## src/rtl/fir_tap_sequencer.sv

```systemverilog
// Serial single-multiplier FIR engine: 64-deep delay line, one MAC per cycle over the coefficient store.
// Optional output clamping when FIR_SATURATE_EN is defined; otherwise the result wraps.
module fir_tap_sequencer #(
  parameter int TAPS = 64,
  parameter int DW   = 16,
  parameter int CW   = 16,
  parameter int AW   = 38
)(
  input  logic                      clk,
  input  logic                      rst_n,
  input  logic signed [DW-1:0]      sample_in,
  input  logic                      sample_valid,
  output logic                      sample_ready,
  output logic [$clog2(TAPS)-1:0]   current_count,
  input  logic signed [CW-1:0]      coeff,
  output logic signed [DW-1:0]      sample_out,
  output logic                      out_valid,
  output logic                      sat_flag
);
  localparam int CNTW = $clog2(TAPS);
  localparam int PW   = DW + CW;
  localparam int FRAC = CW;

  typedef enum logic [1:0] {IDLE, MAC, DRAIN, OUT} state_t;

  state_t                    state, state_nxt;
  logic [TAPS-1:0][DW-1:0]   dly;
  logic signed [PW-1:0]      prod;
  logic                      prod_vld;
  logic signed [AW-1:0]      acc;
  logic [DW-1:0]             res_nxt;
  logic                      accept;
  logic                      last_tap;

  assign sample_ready = (state == IDLE);
  assign accept       = sample_valid && sample_ready;
  assign last_tap     = (current_count == CNTW'(TAPS-1));

  always_ff @(posedge clk or negedge rst_n) begin
    if (!rst_n) state <= IDLE;
    else        state <= state_nxt;
  end

  always_comb begin
    state_nxt = state;
    case (state)
      IDLE:    if (accept) state_nxt = MAC;
      MAC:     if (last_tap) state_nxt = DRAIN;
      DRAIN:   state_nxt = OUT;
      OUT:     state_nxt = IDLE;
      default: state_nxt = IDLE;
    endcase
  end

  always_ff @(posedge clk or negedge rst_n) begin
    if (!rst_n) current_count <= '0;
    else if (state == MAC && !last_tap) current_count <= current_count + 1'b1;
    else current_count <= '0;
  end

  always_ff @(posedge clk or negedge rst_n) begin
    if (!rst_n) dly <= '0;
    else if (accept) dly <= {dly[TAPS-2:0], sample_in};
  end

  // prod_vld keeps the stale product from the previous sample out of the first accumulate.
  always_ff @(posedge clk or negedge rst_n) begin
    if (!rst_n) begin
      prod     <= '0;
      prod_vld <= 1'b0;
      acc      <= '0;
    end else begin
      prod_vld <= (state == MAC);
      if (state == MAC) prod <= $signed(dly[current_count]) * coeff;
      if (accept) acc <= '0;
      else if (prod_vld) acc <= acc + $signed({{(AW-PW){prod[PW-1]}}, prod});
    end
  end

`ifdef FIR_SATURATE_EN
  localparam logic signed [AW-1:0] RMAX = AW'(2**(DW-1) - 1);
  localparam logic signed [AW-1:0] RMIN = -RMAX - 1;
  logic signed [AW-1:0] res_full;
  logic                 sat_nxt;

  assign res_full = acc >>> FRAC;

  always_comb begin
    res_nxt = acc[FRAC+DW-1:FRAC];
    sat_nxt = 1'b0;
    if (res_full > RMAX) begin
      res_nxt = {1'b0, {(DW-1){1'b1}}};
      sat_nxt = 1'b1;
    end else if (res_full < RMIN) begin
      res_nxt = {1'b1, {(DW-1){1'b0}}};
      sat_nxt = 1'b1;
    end
  end

  always_ff @(posedge clk or negedge rst_n) begin
    if (!rst_n) sat_flag <= 1'b0;
    else        sat_flag <= (state == OUT) && sat_nxt;
  end
`else
  logic acc_bits_unused;
  assign res_nxt         = acc[FRAC+DW-1:FRAC];
  assign sat_flag        = 1'b0;
  assign acc_bits_unused = ^{acc[AW-1:FRAC+DW], acc[FRAC-1:0]};
`endif

  always_ff @(posedge clk or negedge rst_n) begin
    if (!rst_n) begin
      sample_out <= '0;
      out_valid  <= 1'b0;
    end else begin
      out_valid <= (state == OUT);
      if (state == OUT) sample_out <= res_nxt;
    end
  end

endmodule

```

## config.mk

```make
export PLATFORM = sky130hd
export DESIGN_NAME = fir_tap_sequencer
export DESIGN_NICKNAME = d
export VERILOG_FILES = /design/src/rtl/fir_tap_sequencer.sv
export SDC_FILE = /design/constraint.sdc
export NUM_CORES = 2
export LEC_CHECK = 0
export CORE_MARGIN = 10
export CORE_UTILIZATION = 50
export CTS_BUF_LIST = sky130_fd_sc_hd__clkbuf_16
export CTS_CLUSTER_SIZE = 40
export DETAILED_ROUTE_END_ITERATION = 16
export GPL_TIMING_DRIVEN = 1
export MAX_ROUTING_LAYER = met4
export PLACE_DENSITY = 0.77
export SLEW_MARGIN = 25
export SYNTH_ARGS = -nofsm -noshare
export SYNTH_HDL_FRONTEND = slang
export SYNTH_SLANG_ARGS = --single-unit
```

## constraint.sdc

```tcl
create_clock -name clk -period 24.2 [get_ports clk]
set_input_delay 2.42 -clock clk [delete_from_list [all_inputs] [get_ports clk]]
set_output_delay 2.42 -clock clk [all_outputs]
set_load 0.02 [all_outputs]
```

=== After elaboration in Yosys (flattened, before gate mapping) ===
Index checks and enable logic that the tools add are counted.

* Register bits: 1120
* Input bits: 35
* Output and inout port bits: 25
* Word-level logic and storage cells: 95

* Add/sub/neg operators: 2
* Multipliers: 1
* $lt $le $gt $ge: 1
* Eq/ne operators: 6
* Mux-type cells: 8
* Reductions and logical operators: 6

{| class="wikitable"
|+ Operators with widths
! cell !! count
|-
| $bmux W16 S6 || 1
|-
| $mux W38 || 2
|-
| $add A38 B32 Y38 || 1
|-
| $mul A16 B16 Y32 || 1
|-
| $mux W16 || 1
|-
| $pmux W2 S4 || 1
|-
| $lt A6 B7 Y1 const B || 1
|-
| $add A6 B1 Y6 const B || 1
|-
| $eq A6 B6 Y1 const B || 1
|-
| $mux W6 || 1
|-
| $eq A2 B2 Y1 const B || 2
|-
| $mux W2 || 2
|-
| $eq A2 B1 Y1 const B || 1
|-
| $logic_and A1 B1 Y1 || 2
|-
| $logic_not A2 Y1 || 1
|-
| $ne A2 B1 Y1 const B || 1
|-
| $ne A2 B2 Y1 const B || 1
|-
| $reduce_and A2 Y1 || 1
|-
| $reduce_bool A2 Y1 || 1
|-
| $logic_not A1 Y1 || 1
|}

=== Depth between registers and ports, before layout ===
* Depth in word-level cells: 4
* Gate-level depth with buffers: 35

=== Least setup slack after synthesis ===
Ideal clock, no wire load.

* Path type: input -> register
* Start: input port coeff[1]
* End: register prod[20]
* Arrival time: 7.916 ns
* Slack: 16.160 ns
* Cell stages on the path: 23
* Buffers on the path: 1
* Cell sequence: inv_1 clkbuf_1 nor2_1 fa_1 inv_1 fa_1 fa_1 fa_1 inv_1 fa_1 inv_1 fa_1 inv_1 ha_1 a21o_1 a21o_1 a21oi_1 nor2b_1 a31oi_2 o21ai_0 a311oi_1 xnor2_1 mux2_2

* Word-level cells in the longest chain between the ends: 1

{| class="wikitable"
|+ RTL lines
! what !! RTL line !! source
|-
| start, declared || 15 || <nowiki>input logic signed [CW-1:0] coeff,</nowiki>
|-
| $mul A16 B16 Y32 || 74 || <nowiki>if (state == MAC) prod <= $signed(dly[current_count]) * coeff;</nowiki>
|-
| end signal, assigned || 74 ||
|-
| end, declared || 28 || <nowiki>logic signed [PW-1:0] prod;</nowiki>
|}

No other way between the ends.
A chain may end at the register's enable or synchronous reset.

=== Final worst setup path ===
* Start: register current_count[0]
* End: register prod[26]

* Word-level cells in the longest chain between the ends: 3

{| class="wikitable"
|+ RTL lines
! what !! RTL line !! source
|-
| start, declared || 14 || <nowiki>output logic [$clog2(TAPS)-1:0] current_count,</nowiki>
|-
| start signal, assigned || 57 || <nowiki>else if (state == MAC && !last_tap) current_count <= current_count + 1'b1;</nowiki>
|-
| $bmux W16 S6 || 74 ||
|-
| $mux W16 (implied by the code) || 74 ||
|-
| $mul A16 B16 Y32 || 74 ||
|}

No other way between the ends. The select of a mux whose other input is x is not followed.

==> flow_metrics.env <==
export IMPL_hold_buffers=0
export IMPL_rows=128
export IMPL_worstPathRequired_ps=24790
export IMPL_async_flop_share_pct=100.0
export IMPL_seq_area_frac_synth_pct=45.57
export IMPL_clkLatencyLatePin_ps=760
export IMPL_vias=44520
export IMPL_yosys_warnings=0
export IMPL_crit_fanout=47
export IMPL_r2r_slack_ps=14110
export IMPL_fin_crit_ps=10090
export IMPL_wl_per_cell_microns=17.11
export IMPL_fin_tns_setup_ps=0
export IMPL_grt_max_degree=261
export IMPL_startpoint_type="register"
export IMPL_synth_top_area_share_pct=45.57
export IMPL_crit_type="reg -> reg"
export IMPL_start_util_pct=50.26
export IMPL_synth_edf_count=0
export IMPL_ctsResizeCount=0
export IMPL_synthCells=6612
export IMPL_area_delta_synth_final_pct=8.537
export IMPL_slew_viol_final=0
export IMPL_maxCapViolations=0
export IMPL_antenna_found_initial=0
export IMPL_min_period_over_period_pct=41.71
export IMPL_synth_seq_cells=1114
export IMPL_rsz0062_at_grt="false"
export IMPL_cts_tree="built"
export IMPL_core_area_sq_um=121700
export IMPL_first_pass_iters=8
export IMPL_dieArea_sq_um=136700
export IMPL_clock_root_buffer="clkbuf_16"
export IMPL_pin_count=60
export IMPL_final_nets=6881
export IMPL_syn_area_sq_um=61170
export IMPL_die_y_microns=369.8
export IMPL_wirelength_microns=140100
export IMPL_cts_buffers=110
export IMPL_tightest_slew_ps=1099
export IMPL_gpl_final_weighted_congestion=0.9332
export IMPL_clockBufferDepth=3
export IMPL_max_slew_margin_pct=26.72
export IMPL_critPathArrivalTime_ps=10680
export IMPL_first_global_vias=44750
export IMPL_synth_flop_cell="dfrtp_1"
export IMPL_drive_gt1_share_pct=8.326
export IMPL_hold_path_depth=2
export IMPL_fmax_mhz=99.08
export IMPL_hold_violations=0
export IMPL_viasPerCell=5.439
export IMPL_synth_area_per_cell_sq_um=9.252
export IMPL_crit_path_end="prod[26]$_DFFE_PN0P_"
export IMPL_ys_types=60
export IMPL_final_antenna_net_count=0
export IMPL_setup_violations=0
export IMPL_clk_pin_slew_ps=60
export IMPL_grt_pass1_wl_microns=232800
export IMPL_r2r_end="prod[26]$_DFFE_PN0P_"
export IMPL_dpl_hpwl_microns=89360
export IMPL_drt_iter0_drc=4130
export IMPL_port_buffer_count=58
export IMPL_synth_area_leaders="dfrtp_1 (46%), nand2_1 (20%), fa_1 (8.6%)"
export IMPL_cts_sinks=1114
export IMPL_die_w_microns=369.8
export IMPL_hp_class="reg -> reg"
export IMPL_grt_overflow=0
export IMPL_fin_skew_ps=68.15
export IMPL_worstReg2RegStart="current_count[0]$_DFF_PN0_"
export IMPL_yosys_area_top_type="dfrtp_1"
export IMPL_crit_start="current_count[0]$_DFF_PN0_"
export IMPL_status="complete, no violations"
export IMPL_worst_setup_path_end_kind="register"
export IMPL_drc=0
export IMPL_syn_num_nets=7028
export IMPL_fill_cells=10440
export IMPL_grtUsageTotal_pct=21.08
export IMPL_cts_setup_buffers=0
export IMPL_reg2reg_depth=26
export IMPL_htreeDepth=3
sequential cells by signal, summed over array words and instances, names as in the netlist:
name and flops:
sample_out 16, state 2, acc 32, dly 1024, prod 32, prod_vld 1, current_count 6, out_valid 1
critical path: stages, from the launching register on:
cell	delay, ps
dfrtp_4	830
buf_4	820
buf_4	580
mux4_2	580
mux4_2	480
nand2_1	120
o31ai_1	90
o21ai_2	750
inv_2	200
nand2_1	150
fa_1	470
fa_1	520
fa_1	510
inv_1	50
fa_1	490
fa_1	500
inv_1	50
fa_1	480
inv_1	40
ha_1	320
nand2_1	80
nor2_1	190
a31oi_2	200
o41ai_1	680
a21oi_1	210
xnor2_1	160
mux2_2	270
worst min path at each step:
stage	endpoint	slack, ps	from
after global placement	dly[1014]$_DFFE_PN0P_	450	dly[1014]$_DFFE_PN0P_
final	dly[157]$_DFFE_PN0P_	460	dly[141]$_DFFE_PN0P_
after CTS	dly[157]$_DFFE_PN0P_	450	dly[141]$_DFFE_PN0P_
after global routing	dly[157]$_DFFE_PN0P_	460	dly[141]$_DFFE_PN0P_
after floorplan	dly[1008]$_DFFE_PN0P_	440	dly[1008]$_DFFE_PN0P_
after detailed placement	dly[1018]$_DFFE_PN0P_	460	dly[1018]$_DFFE_PN0P_
synthesized netlist by cell type, types with 5 or more instances:
library cell / count
buf_6: 21
nand2_1: 3230
o21a_1: 8
xor2_1: 19
nand4_1: 5
buf_2: 28
mux4_1: 12
mux2_2: 72
buf_4: 12
clkbuf_1: 289
dfrtp_1: 1114
mux2i_1: 121
fa_1: 263
mux4_2: 209
nand2b_1: 11
inv_2: 8
nand3_1: 19
o311ai_0: 11
and3_1: 9
a31oi_1: 9
a21oi_1: 128
o221ai_1: 34
o22ai_1: 37
nor3_1: 16
o31ai_1: 14
o21ai_2: 7
xnor2_1: 42
nor2b_1: 11
and2_1: 12
ha_1: 118
a31o_2: 6
a21o_1: 36
o21ai_0: 76
nor2_1: 216
buf_1: 22
inv_1: 307
o21bai_1: 5
a211oi_1: 14
final cells by class:
class | instances | area (sq um) | area share, %
multi-input cells | 4807 | 30450 | 45.86
clock buffers | 111 | 2778 | 4.184
inverters | 316 | 1186 | 1.786
flip-flops and latches | 1114 | 27890 | 42.01
repair buffers | 116 | 1206 | 1.817
diodes | 2 | 5.005 | 0.007538
well taps | 1625 | 2033 | 3.062
clock inverters | 94 | 843.3 | 1.270
routing by layer:
layer  track usage, %  wire length (microns)
met1            28.17                  60780
met2            33.15                  67060
met3            3.206                   8022
met4            6.746                   4220
met5                -                      0
stage by stage:
step	instance area, sq um	utilization [%]	hold WS, ps	setup slack (ps)	cells
after global placement	62610	51.44	452.3	14370	7973
final	66390	54.55	456.9	14110	8185
after detailed placement	62640	51.46	458.5	14190	7974
after global routing	66390	54.54	460.6	13600	8183
after floorplan	61170	-	440.6	16160	6612
after CTS	66260	54.44	451.4	14140	8179
cells by family (layout without fill, tap and decap cells):
logic type | after synthesis | after routing | synth area share (%)
and+or+nand+nor | 3544 | 3544 | 22.10
DFF | 1114 | 1114 | 45.57
buffers and inverters | 691 | 637 | 4.692
muxes | 414 | 414 | 11.52
AOI/OAI and AO/OA | 406 | 406 | 4.222
adders and majority gates | 381 | 381 | 11.02
xor gates and xnor gates | 61 | 61 | 0.8734
other | 1 | 3 | 0.006130
placed cells by master (no fill, tap or decap), types with 10 or more instances in the layout:
cell type	count
nand2_1	3228
dfrtp_1	1108
inv_1	318
fa_1	263
nor2_1	216
mux4_2	209
a21oi_1	128
mux2i_1	121
ha_1	117
clkbuf_16	111
o21ai_0	74
mux2_2	72
clkdlybuf4s50_1	57
xnor2_1	42
buf_4	40
o22ai_1	37
a21o_1	36
o221ai_1	34
clkinv_1	29
clkinv_2	28
nand3_1	19
xor2_1	19
nor3_1	16
o31ai_1	14
a211oi_1	14
mux4_1	12
o311ai_0	11
nor2b_1	11
bufinv_16	11
nand2b_1	10
and2_1	10
Power is not shown: default switching activity piles up to over one toggle a cycle in this logic, so the estimate is an artifact.
